**src/rtl/dmem_refill.sv**
```systemverilog
// dmem_refill: line-refill engine for the data cache's external bus port.
// Takes one line fetch request, issues a single burst read on the memory bus,
// packs the BUS_W-wide beats into a LINE_W-wide line and returns it with a
// one-cycle valid pulse. Read-only; there is no write-back path.
//
// Ports
//   clk, rst_n     clock (rising edge), async active-low reset
//   b_addr_d       block address of the requested line (tag+set)
//   b_rd_d         refill request, held by the cache until b_dv_d
//   b_rdata_d      assembled line, beat 0 in the low BUS_W bits
//   b_dv_d         line valid, one-cycle pulse
//   m_araddr       burst byte address (block address with zero offset)
//   m_arlen        burst length, BEATS-1
//   m_arvalid      address valid
//   m_arready      address accepted
//   m_rdata        read beat data
//   m_rvalid       beat valid
//   m_rlast        final beat marker (checked, not used for termination)
//   m_rready       beat accept
//   refill_err     sticky beat/rlast disagreement flag, cleared by reset only
module dmem_refill #(
    parameter int unsigned BLK_LEN = 58,
    parameter int unsigned LINE_W  = 512,
    parameter int unsigned BUS_W   = 64
) (
    input  logic               clk,
    input  logic               rst_n,
    input  logic [BLK_LEN-1:0] b_addr_d,
    input  logic               b_rd_d,
    output logic [LINE_W-1:0]  b_rdata_d,
    output logic               b_dv_d,
    output logic [63:0]        m_araddr,
    output logic [7:0]         m_arlen,
    output logic               m_arvalid,
    input  logic               m_arready,
    input  logic [BUS_W-1:0]   m_rdata,
    input  logic               m_rvalid,
    input  logic               m_rlast,
    output logic               m_rready,
    output logic               refill_err
);

    localparam int unsigned BEATS  = LINE_W / BUS_W;
    localparam int unsigned CNT_W  = $clog2(BEATS);
    localparam int unsigned OFFS_W = $clog2(LINE_W / 8);

    typedef enum logic [1:0] {
        S_IDLE = 2'd0,
        S_REQ  = 2'd1,
        S_DATA = 2'd2,
        S_DONE = 2'd3
    } state_e;

    state_e              state_q, state_d;
    logic [CNT_W-1:0]    cnt_q, cnt_d;
    logic [BLK_LEN-1:0]  addr_q, addr_d;
    logic [LINE_W-1:0]   line_q, line_d;
    logic                err_q, err_d;
    logic                arvalid_q, arvalid_d;
    logic                rready_q, rready_d;
    logic                last_beat;

    assign last_beat = (cnt_q == CNT_W'(BEATS - 1));

    // State and datapath registers
    always_ff @(posedge clk or negedge rst_n) begin
        if (!rst_n) begin
            state_q   <= S_IDLE;
            cnt_q     <= '0;
            addr_q    <= '0;
            line_q    <= '0;
            err_q     <= 1'b0;
            arvalid_q <= 1'b0;
            rready_q  <= 1'b0;
        end else begin
            state_q   <= state_d;
            cnt_q     <= cnt_d;
            addr_q    <= addr_d;
            line_q    <= line_d;
            err_q     <= err_d;
            arvalid_q <= arvalid_d;
            rready_q  <= rready_d;
        end
    end

    // Next-state, beat packing and protocol check
    always_comb begin
        state_d = state_q;
        cnt_d   = cnt_q;
        addr_d  = addr_q;
        line_d  = line_q;
        err_d   = err_q;

        unique case (state_q)
            S_IDLE: begin
                if (b_rd_d) begin
                    addr_d  = b_addr_d;
                    state_d = S_REQ;
                end
            end
            S_REQ: begin
                if (m_arready) begin
                    cnt_d   = '0;
                    state_d = S_DATA;
                end
            end
            S_DATA: begin
                if (m_rvalid) begin
                    for (int b = 0; b < int'(BEATS); b++) begin
                        if (cnt_q == CNT_W'(b)) begin
                            line_d[b*BUS_W +: BUS_W] = m_rdata;
                        end
                    end
                    // rlast must appear on the final beat and only there
                    if (m_rlast != last_beat) begin
                        err_d = 1'b1;
                    end
                    if (last_beat) begin
                        cnt_d   = '0;
                        state_d = S_DONE;
                    end else begin
                        cnt_d = cnt_q + CNT_W'(1);
                    end
                end
            end
            S_DONE: begin
                state_d = S_IDLE;
            end
            default: begin
                state_d = S_IDLE;
            end
        endcase

        // Handshake outputs are registered from the state being entered
        arvalid_d = (state_d == S_REQ);
        rready_d  = (state_d == S_DATA);
    end

    assign m_araddr   = 64'({addr_q, {OFFS_W{1'b0}}});
    assign m_arlen    = 8'(BEATS - 1);
    assign m_arvalid  = arvalid_q;
    assign m_rready   = rready_q;
    assign b_rdata_d  = line_q;
    assign refill_err = err_q;
    // A request withdrawn before completion gets no pulse even though the
    // burst drained, so the DONE pulse is qualified by the live request.
    assign b_dv_d     = (state_q == S_DONE) && b_rd_d;

endmodule

```
**config.mk**
```make
export PLATFORM = sky130hd
export DESIGN_NAME = dmem_refill
export DESIGN_NICKNAME = d
export VERILOG_FILES = /design/src/rtl/dmem_refill.sv
export SDC_FILE = /design/constraint.sdc
export NUM_CORES = 1
export LEC_CHECK = 0
export ABC_AREA = 1
export BUFFER_PORTS_ARGS = -buffer_cell sky130_fd_sc_hd__buf_2
export CORE_AREA = 2 2 276 278
export DETAILED_ROUTE_END_ITERATION = 10
export DIE_AREA = 0 0 278 280
export PLACE_DENSITY = 0.6
export REMOVE_ABC_BUFFERS = 1
export SLEW_MARGIN = 20
export SYNTH_ARGS = -nofsm -noshare
export SYNTH_HDL_FRONTEND = slang
export SYNTH_SLANG_ARGS = --single-unit
```
**constraint.sdc**
```tcl
create_clock -name clk -period 2.1 [get_ports clk]
set_input_delay 0.525 -clock clk [delete_from_list [all_inputs] [get_ports clk]]
set_output_delay 0.525 -clock clk [all_outputs]
set_load 0.02 [all_outputs]
```
# Yosys cells after proc, flatten, opt, wreduce, memory -nomap -nowiden
# Index checks and enable logic that the tools add are counted.
[word_totals]
reg_bits = 578
latch_bits = 0
ramBits = 0
mem_bits_ro = 0
inputBits = 128
output_inout_bits = 588
word_cells = 54
memories = 0
[op_classes]
addsub = 1
mul = 0
n_div = 0
magnitude_cmp = 0
eq_ne = 15
shifts = 0
n_mux = 9
bitwise = 0
reduce_logical = 15
[ops]
columns = ["op", "count"]
rows = [
  ["AND reduction 3 bit", 10],
  ["equality test 3 bit, second input constant", 4],
  ["two-way mux 3 bit", 3],
  ["two-way mux 2 bit", 4],
  ["one-hot mux 2 bit (4 select lines)", 1],
  ["equality test 2 bit, second input constant", 3],
  ["equality test 3 x 2 -> 1 bit, second input constant", 2],
  ["one-hot mux 3 bit (2 select lines)", 1],
  ["equality test 2 x 1 -> 1 bit, second input constant", 2],
  ["inequality test 2 bit, second input constant", 2],
  ["adder 3 x 1 -> 3 bit, second input constant", 1],
  ["equality test 3 x 1 -> 1 bit, second input constant", 1],
  ["logical NOT 3 bit", 1],
  ["logical NOT 2 bit", 1],
  ["AND reduction 2 bit", 1],
  ["nonzero test 2 bit", 1],
  ["logical AND 1 bit", 1],
  ["inequality test 1 bit", 1],
]

# Depth between registers and ports, before layout
# Gate-level depths: netlist of run 1.
[logic_depth]
depth_word = 5
mapped_depth = 9

# Least setup slack after synthesis of run 1
# Ideal clock, no wire load.
[synth_timing]
path_type = "reg2reg"
startpoint = "register cnt_q[0]"
endpoint = "register line_q[461], in the netlist b_rdata_d[461]"
setup_ns = 0.130
arrival_ns = 1.512
required_ns = 1.970
slack_ns = 0.458
stages_incl_launch_ff = 9
path_buffers = 2
cell_sequence = "dfrtp_1 -> ha_1 -> ha_1 -> nand2_1 -> inv_1 -> nand2_1 -> buf_2 -> clkbuf_1 -> o21ai_1"
[synth_via]
elab_chain_cells = 2
[synth_lines]
columns = ["item", "line", "source"]
rows = [
  ["start: declaration", "55", "logic [CNT_W-1:0] cnt_q, cnt_d;"],
  ["start signal: assignment", "77", "cnt_q <= cnt_d;"],
  ["equality test 3 bit", "110", "if (cnt_q == CNT_W'(b)) begin"],
  ["AND reduction 3 bit (no line)", "n/a", ""],
  ["end signal: assignment", "79", "line_q <= line_d;"],
  ["end: declaration", "57", "logic [LINE_W-1:0] line_q, line_d;"],
]
# No other way between the ends.
# A chain may end at the register's enable or synchronous reset.

# Worst setup path in the final report of run 1
[layout_timing]
startpoint = "register state_q[1]"
endpoint = "output port b_dv_d"
[layout_via]
elab_chain_cells = 2
[layout_lines]
columns = ["item", "line", "source"]
rows = [
  ["start: declaration", "54", "state_e state_q, state_d;"],
  ["start signal: assignment", "76", "state_q <= state_d;"],
  ["equality test 2 bit", "147", "assign b_dv_d = (state_q == S_DONE) && b_rd_d;"],
  ["logical AND 1 bit", "147", ""],
  ["end: declaration", "31", "output logic b_dv_d,"],
]
# No other way between the ends.

==> reports/summary.txt, run 1 <==
Peak VDD IR = 0.971 mV
Final Non-Filler Cells = 4,167
P_sw = 20.0 mW
Worst Path Max Fanout = 6
grt ovf = 0
fin. max-slew vios = 0
final setup vio count = 0
Post-route DRC = 0
Min-Delay Path Class = primary input to flip-flop
DR vias = 18,800
prevailing post-synth register cell = dfrtp_1
synthesized area = 0.0222 mm²
most common cell in the netlist = nand2_1
Post-synth EDFFs = 0
power per cell area = 1620 mW/mm²
TritonCTS sink count = 578
RSZ-0062 raised after global routing = false
Worst Path Buf+Inv = 1
minimum clock period after layout = 1.96 ns
Die Area = 0.0778 mm²
Post-Route WL = 77.2 mm
clock skew = 0.0144 ns
first-pass GRT wire length = 117 mm
ANT nets after route = 0
Net Sw Frac = 42.0%
Area Growth Syn to Fin = 32.4%
P_int = 27.6 mW
Iter 0 DRT Violations = 1,157
Largest stage delay, worst path = 0.49 ns
Final nets = 3,279
crit end category = output port
slowest cell on the critical path = dfrtp_1
Clock Path Buffers = 3
htree depth = 2
combinational group share of total power = 38.9%
syn avg cell area = 9.11 µm²
gp weighted congestion = 0.809
CP Cell Sequence = nand2_1 > nor2_1 > buf_2
Clock power frac = 22.5%
FMAX = 509 MHz
Flop pwr share = 38.6%
largest net degree at the start of global routing = 90
Clk Latency, worst-skew pair = 0.60 ns
warnings from Yosys = 0
max-cap violations = 0
DRT Pass-1 Iters = 6
Synth top cells by count = nand2_1, dfrtp_1, o21ai_0, inv_1, clkbuf_1
area share of the largest cell type after synthesis = 65.1%
CP Data Required Time = 1.57 ns
placed wire-length estimate = 54.3 mm
CTS Root Cell = clkbuf_16
clock-pin slew on the worst setup and hold paths = 0.06 ns
outcome = finished clean
register area share after synthesis = 65.1%
share of cells above drive strength 1 = 28.1%
IO Port Bufs = 701
FF+latch count, synth = 578
vias in the first global route = 18,700
largest cells by area after synthesis = dfrtp_1, nand2_1, o21ai_0, inv_1, clkbuf_1
fin crit share = 93.5%
die span in y = 280 µm
post-synth top area cell = dfrtp_1
CTS tree = built
Placed Cells = 4,059
CP Class = flip-flop to output port
Startpoint Class = flip-flop
Crit path arrival time = 1.44 ns
GR Util All Layers = 19.3%
post-DR vias/cell = 4.51
I/O pin cnt = 716
Syn Inst Count = 2,439
Core Box Area = 0.0752 mm²
Least-Margin Pin Slew = 0.546 ns
Final Hold Fails = 0
CTS Buf Count = 61
CP delay by family, top = flip-flops
initial core utilization = 29.6%
Pleak = 16.9 nW
asr flop ratio synth = 100%
relative slew slack = 63.6%
initial antenna violation count = 1
die width = 278 µm
Fin Hold WS = 0.158 ns
# rows = 101
DR WL/cell = 18.5 µm
synth unique cells = 24
post_cts resized = 0
metrics by stage:
step	total power, mW	setup WS (ns)	area, µm²	util [%]	setup TNS, ns
6_report	47.5	0.136	29400	39.2	0
5_1_grt	50.3	0.0122	29400	39.2	0
4_1_cts	48.0	0.0805	29400	39.2	0
3_5_place_dp	37.1	0.289	27500	36.5	0
3_3_place_gp	36.9	0.306	27500	36.5	0
2_1_floorplan	28.6	-1.97	21600	-	-852.31
kinds of logic after synthesis:
group,count (synthesis),synth area share [%]
compound gates,380,8.57
simple gates,1190,20.6
xor+xnor,1,0.0394
flops,578,65.1
other cells,2,0.0338
fa+ha+maj,6,0.338
buf+inv,282,5.34
cells in the final DEF, fill, tap and decap left out, types with 7 or more instances in the layout:
cell	netlist	layout
nand2_1	1166	1159
buf_2	52	700
dfrtp_1	578	578
o21ai_0	324	324
inv_1	128	128
clkbuf_16	0	63
o21ai_1	55	55
buf_4	14	41
buf_12	0	39
conb_1	2	14
clkbuf_1	78	12
clkinv_2	0	10
clkbuf_8	0	8
nor2_1	7	7
metal layers:
layer	wire [µm]	track usage, %
met1	32200	24.6
met2	37100	32.1
met3	5100	4.54
met4	2830	7.23
met5	0	0
power groups by stage:
stage | logic (mW) | clock network [mW] | registers (mW)
finish | 18.5 | 10.7 | 18.4
global route | 20.1 | 11.4 | 18.9
CTS | 18.7 | 10.9 | 18.3
detailed placement | 18.8 | 0 | 18.4
global placement | 18.5 | 0 | 18.4
floorplan | 4.44 | 0 | 24.1
path summary, 6_finish.rpt:
kind	depth (start not counted)	start	end	slack [ns]
hold / removal	3	b_addr_d[53]	addr_q[53]	0.16
setup / recovery	3	state_q[1]	b_dv_d	0.14
max in group asynchronous	4	rst_n	b_rdata_d[194]	0.88
min in group asynchronous	2	rst_n	b_rdata_d[203]	0.39
setup reg to reg	8	cnt_q[0]	b_rdata_d[297]	0.24
hold reg to reg	2	b_rdata_d[321]	b_rdata_d[321]	0.47
flip-flops by register name, indices dropped and copies added (netlist names):
register,count
addr_q,58
b_rdata_d,512
cnt_q,3
m_arvalid,1
m_rready,1
refill_err,1
state_q,2
cell type report:
| cell class | count | area (µm²) |
|---|---|---|
| Multi-Input combinational cell | 1591 | 6690 |
| Clock inverter | 23 | 223 |
| Tap cell | 978 | 1220 |
| Fill cell | 7553 | 45800 |
| Clock buffer | 83 | 1730 |
| Inverter | 131 | 492 |
| Antenna cell | 1 | 2.50 |
| Timing Repair Buffer | 782 | 4620 |
| Sequential cell | 578 | 14500 |
tightest hold or removal path: stages:
cell     delay, ns
buf_2         0.09
inv_1         0.04
o21ai_0       0.07
what timing repair did:
action	in CTS	in global routing
buffers inserted	0	0
hold buffers	1	0
setup endpoints to repair	0	0
endpoints found under the hold margin	19	0
Note: power is estimated with default switching activity, not from simulation.
==> run 2, diff against run 1 <==
--- a/config.mk
+++ b/config.mk
@@ -11,6 +11,7 @@
 export DETAILED_ROUTE_END_ITERATION = 10
 export DIE_AREA = 0 0 278 280
 export PLACE_DENSITY = 0.6
+export RECOVER_POWER = 50
 export REMOVE_ABC_BUFFERS = 1
 export SLEW_MARGIN = 20
 export SYNTH_ARGS = -nofsm -noshare
==> reports/summary.txt, run 2 (synthesized netlist as in run 1, its figures left out) <==
cell area after placement = 0.0275 mm²
clock skew = 0.0143 ns
htree depth = 2
initial antenna violation count = 1
Crit path arrival time = 2.49 ns
largest net degree at the start of global routing = 90
# rows = 101
Final Non-Filler Cells = 4,167
crit end category = flip-flop
minimum clock period after layout = 1.95 ns
GR Util All Layers = 19.3%
outcome = finished clean
Post-route DRC = 0
P_sw = 20.0 mW
CP delay by family, top = buffers and inverters
share of cells above drive strength 1 = 22.5%
fin util = 38.6%
first-pass GRT wire length = 117 mm
CTS tree = built
I/O pin cnt = 716
commonest non-fill, non-tap cells in the layout = nand2_1, dfrtp_1, buf_2
worst r2r path cells = 7
ANT nets after route = 0
Placed Cells = 4,059
Post-Route WL = 77.4 mm
die width = 278 µm
clock-pin slew on the worst setup and hold paths = 0.06 ns
Final nets = 3,279
TritonCTS sink count = 578
Flop pwr share = 39.0%
Clock Path Buffers = 3
FMAX = 514 MHz
CP Data Required Time = 2.64 ns
CP Class = flip-flop to flip-flop
Peak VDD IR = 0.970 mV
hold path depth = 3
Stages on worst setup path = 7
Area Growth Syn to Fin = 30.5%
CP Cell Sequence = inv_2 > nand3_2 > buf_2 > nor2_4 > buf_6 > nand2_1 > nand2_1
Core Box Area = 0.0752 mm²
placed wire-length estimate = 54.3 mm
max reg flops = 512
DRT Pass-1 Iters = 7
post-DR vias/cell = 4.53
total power = 47.1 mW
DR WL/cell = 18.6 µm
number of post-CTS setup repair buffers = 0
relative slew slack = 28.6%
fin. max-slew vios = 0
Least-Margin Pin Slew = 1.07 ns
P_int = 27.1 mW
vias in the first global route = 18,700
Worst Path Buf+Inv = 3
power per cell area = 1620 mW/mm²
Iter 0 DRT Violations = 1,173
CTS Buf Count = 61
grt ovf = 0
Min-Delay Path Class = primary input to flip-flop
Fin Hold WS = 0.159 ns
RSZ-0062 raised after global routing = false
Worst Path Max Fanout = 24
die span in y = 280 µm
combinational group share of total power = 38.3%
Clock power frac = 22.7%
gp weighted congestion = 0.809
max-cap violations = 0
most frequent CP cell = nand2_1
Net Sw Frac = 42.5%
slowest cell on the critical path = dfrtp_1
most common cell after layout, fill and taps aside = nand2_1
Clk Latency, worst-skew pair = 0.60 ns
fin crit share = 92.6%
Startpoint Class = flip-flop
IO Port Bufs = 701
DR vias = 18,900
Die Area = 0.0778 mm²
final setup vio count = 0
Final Hold Fails = 0
CTS Hold Buffers Added = 1
initial core utilization = 29.6%
Pleak = 16.1 nW
post_cts resized = 0
CTS Root Cell = clkbuf_16
Finished Cell Area = 0.0290 mm²
Largest stage delay, worst path = 0.42 ns
## run 2: path summary, 6_finish.rpt
| check | from | endpoint | slack, ns |
|---|---|---|---|
| max in group asynchronous | rst_n | b_rdata_d[506] | 0.20 |
| min | b_addr_d[53] | addr_q[53] | 0.16 |
| min in group asynchronous | rst_n | b_rdata_d[203] | 0.64 |
| max | state_q[0] | b_rdata_d[161] | 0.15 |
| max reg2reg | state_q[0] | b_rdata_d[161] | 0.15 |
| min reg2reg | b_rdata_d[431] | b_rdata_d[431] | 0.47 |
## run 2: metrics by stage
stage                     setup TNS, ns  setup slack, ns
after floorplan                 -852.31            -1.97
after global placement                0            0.306
after detailed placement              0            0.289
after CTS                             0           0.0805
after global routing                  0          0.00984
final                                 0            0.155
## run 2: worst register-to-register path, cell delays in order (launching register included)
cell and delay, ns:
dfrtp_1 0.42, inv_2 0.14, nand3_2 0.29, buf_2 0.36, nor2_4 0.17, buf_6 0.29, nand2_1 0.14, nand2_1 0.08
## run 2: area by class of cell
| class | instances | area (µm²) |
|---|---|---|
| Tap cell | 978 | 1220 |
| Fill cell | 7669 | 46200 |
| Multi-Input combinational cell | 1591 | 6670 |
| Inverter | 131 | 492 |
| Sequential cell | 578 | 14500 |
| Clock inverter | 23 | 223 |
| Antenna cell | 1 | 2.50 |
| Timing Repair Buffer | 782 | 4190 |
| Clock buffer | 83 | 1730 |
## run 2: layer usage
metal | vias to the layer above | global-route usage [%] | share of wire [%]
met4 | 0 | 7.23 | 3.7
met2 | 735 | 32.1 | 48
met3 | 141 | 4.54 | 6.8
met1 | 9032 | 24.6 | 42
met5 | - | 0 | 0
li1 | 8953 | - | -
## run 2: power groups by stage
stage	combinational, mW	clock, mW	sequential, mW
after global placement	18.5	0	18.4
after detailed placement	18.8	0	18.4
after floorplan	4.44	0	24.1
final	18.0	10.7	18.4
after global routing	19.6	11.4	19.0
after CTS	18.7	10.9	18.3
==> run 3, diff against run 2 <==
--- a/config.mk
+++ b/config.mk
@@ -13,7 +13,7 @@
 export PLACE_DENSITY = 0.6
 export RECOVER_POWER = 50
 export REMOVE_ABC_BUFFERS = 1
-export SLEW_MARGIN = 20
+export SLEW_MARGIN = 25
 export SYNTH_ARGS = -nofsm -noshare
 export SYNTH_HDL_FRONTEND = slang
 export SYNTH_SLANG_ARGS = --single-unit
==> constraint.sdc (replaced) <==
create_clock -name clk -period 2.1 [get_ports clk]
set_input_delay 0.21 -clock clk [delete_from_list [all_inputs] [get_ports clk]]
set_output_delay 0.21 -clock clk [all_outputs]
set_load 0.02 [all_outputs]
==> reports/summary.txt, run 3 (synthesized netlist as in run 1, its figures left out) <==
fin crit share = 89.6%
Worst Path Max Fanout = 34
DRT Pass-1 Iters = 5
Area Growth Syn to Fin = 36.1%
I/O pin cnt = 716
FMAX = 531 MHz
CTS Buf Count = 61
power per cell area = 1580 mW/mm²
M2 GR Usage = 33.2%
Post-route DRC = 0
Crit path arrival time = 2.43 ns
flop2flop setup slack = 0.22 ns
Finished Cell Area = 0.0303 mm²
largest net degree at the start of global routing = 119
CP Class = flip-flop to flip-flop
share of cells above drive strength 1 = 18.3%
worst reg2reg path startpoint = cnt_q[0]
CTS tree = built
fin. max-slew vios = 40
grt ovf = 0
first-pass GRT wire length = 120 mm
htree depth = 2
failing checks = capacitance limit, slew limit
initial core utilization = 29.6%
gp weighted congestion = 0.801
Least-Margin Pin Slew = 1.52 ns
HP Start = b_rd_d
placed wire-length estimate = 54.0 mm
Die Area = 0.0778 mm²
cell area after placement = 0.0274 mm²
clock skew = 0.0141 ns
met1 global-route usage = 25.1%
Final WS setup = 0.218 ns
hold path depth = 4
GR Util All Layers = 19.9%
Startpoint Class = flip-flop
die width = 278 µm
Core Box Area = 0.0752 mm²
clock-pin slew on the worst setup and hold paths = 0.07 ns
worst r2r path cells = 8
Min-Delay Path Class = primary input to flip-flop
CTS Hold Buffers Added = 126
busiest grt layer = met2
minimum clock period after layout = 1.88 ns
crit path from = cnt_q[0]
Final Hold Fails = 0
worst hold path endpoint = m_arvalid
CTS Root Cell = clkbuf_16
Pleak = 16.3 nW
TritonCTS sink count = 578
# rows = 101
final setup vio count = 0
most common cell after layout, fill and taps aside = nand2_1
Clk Latency, worst-skew pair = 0.61 ns
crit end category = flip-flop
max-cap violations = 1
number of post-CTS setup repair buffers = 0
relative slew slack = -1.39%
post-DR vias/cell = 4.53
GR Layer Usage met3 = 4.33%
initial antenna violation count = 0
max reg flops = 512
Final nets = 3,396
post-place setup slack = 0.260 ns
reg-to-reg endpoint = b_rdata_d[315]
outcome = finished, violations left
Peak VDD IR = 0.867 mV
Fin Hold WS = 0.234 ns
DR WL/cell = 18.5 µm
Iter 0 DRT Violations = 1,146
IO Port Bufs = 701
ANT nets after route = 0
post_cts resized = 0
Clock Path Buffers = 3
DR vias = 19,500
vias in the first global route = 19,500
commonest non-fill, non-tap cells in the layout = nand2_1, dfrtp_1, buf_2
CP Data Required Time = 2.65 ns
die span in y = 280 µm
total power = 47.8 mW
Post-Route WL = 79.3 mm
RSZ-0062 raised after global routing = false
[run 3: cell types whose count changed in the layout (fill, tap and decap cells not counted), sizes merged]
cell         delta
buf           -120
bufinv          +1
clkbuf        +127
clkinvlp        -5
dlygate4sd3   +125
inv             -1
[run 3: cell type report]
type,count,area (µm²)
clock buffers,98,1900
well taps,978,1220
inverters,131,492
diodes,1,2.50
repair buffers,899,5280
fillers,7531,44900
clock inverters,18,206
multi-input cells,1591,6690
flip-flops and latches,578,14500
[run 3: worst max-delay path, stage by stage, from the launching register on]
cell,delay [ns]
dfrtp_1,0.41
inv_1,0.08
ha_1,0.24
nand2_1,0.21
nor2_1,0.10
nand2_4,0.06
buf_4,0.42
nand2_1,0.12
nand2_1,0.11
[run 3: routing by layer]
| layer | up-vias | routed length, µm |
|---|---|---|
| li1 | 9186 | - |
| met1 | 9352 | 33000 |
| met2 | 758 | 37900 |
| met3 | 161 | 5260 |
| met4 | 0 | 3140 |
| met5 | - | 0 |
[run 3: per-stage QoR]
step,utilization [%],setup TNS (ns),instances
after detailed placement,36.4,0,4051
after floorplan,-,-846.54,2300
after CTS,40.9,0,4293
after global routing,40.2,0,4293
final,40.2,0,4294
after global placement,36.4,0,4051
[run 3: report_power, final]
group	internal (mW)	switching (mW)	leakage (nW)
sequential	15.9	2.62	7.52
clock	6.66	4.61	1.04
combinational	5.06	13.0	7.76
[run 3: worst max-delay path by stage]
| stage | to | slack, ns |
|---|---|---|
| 6_report | b_rdata_d[315] | 0.22 |
| 5_1_grt | b_rdata_d[426] | 0.05 |
| 4_1_cts | b_rdata_d[305] | 0.24 |
| 3_5_place_dp | b_rdata_d[305] | 0.26 |
| 3_3_place_gp | b_rdata_d[313] | 0.35 |
| 2_1_floorplan | b_rdata_d[128] | -1.96 |
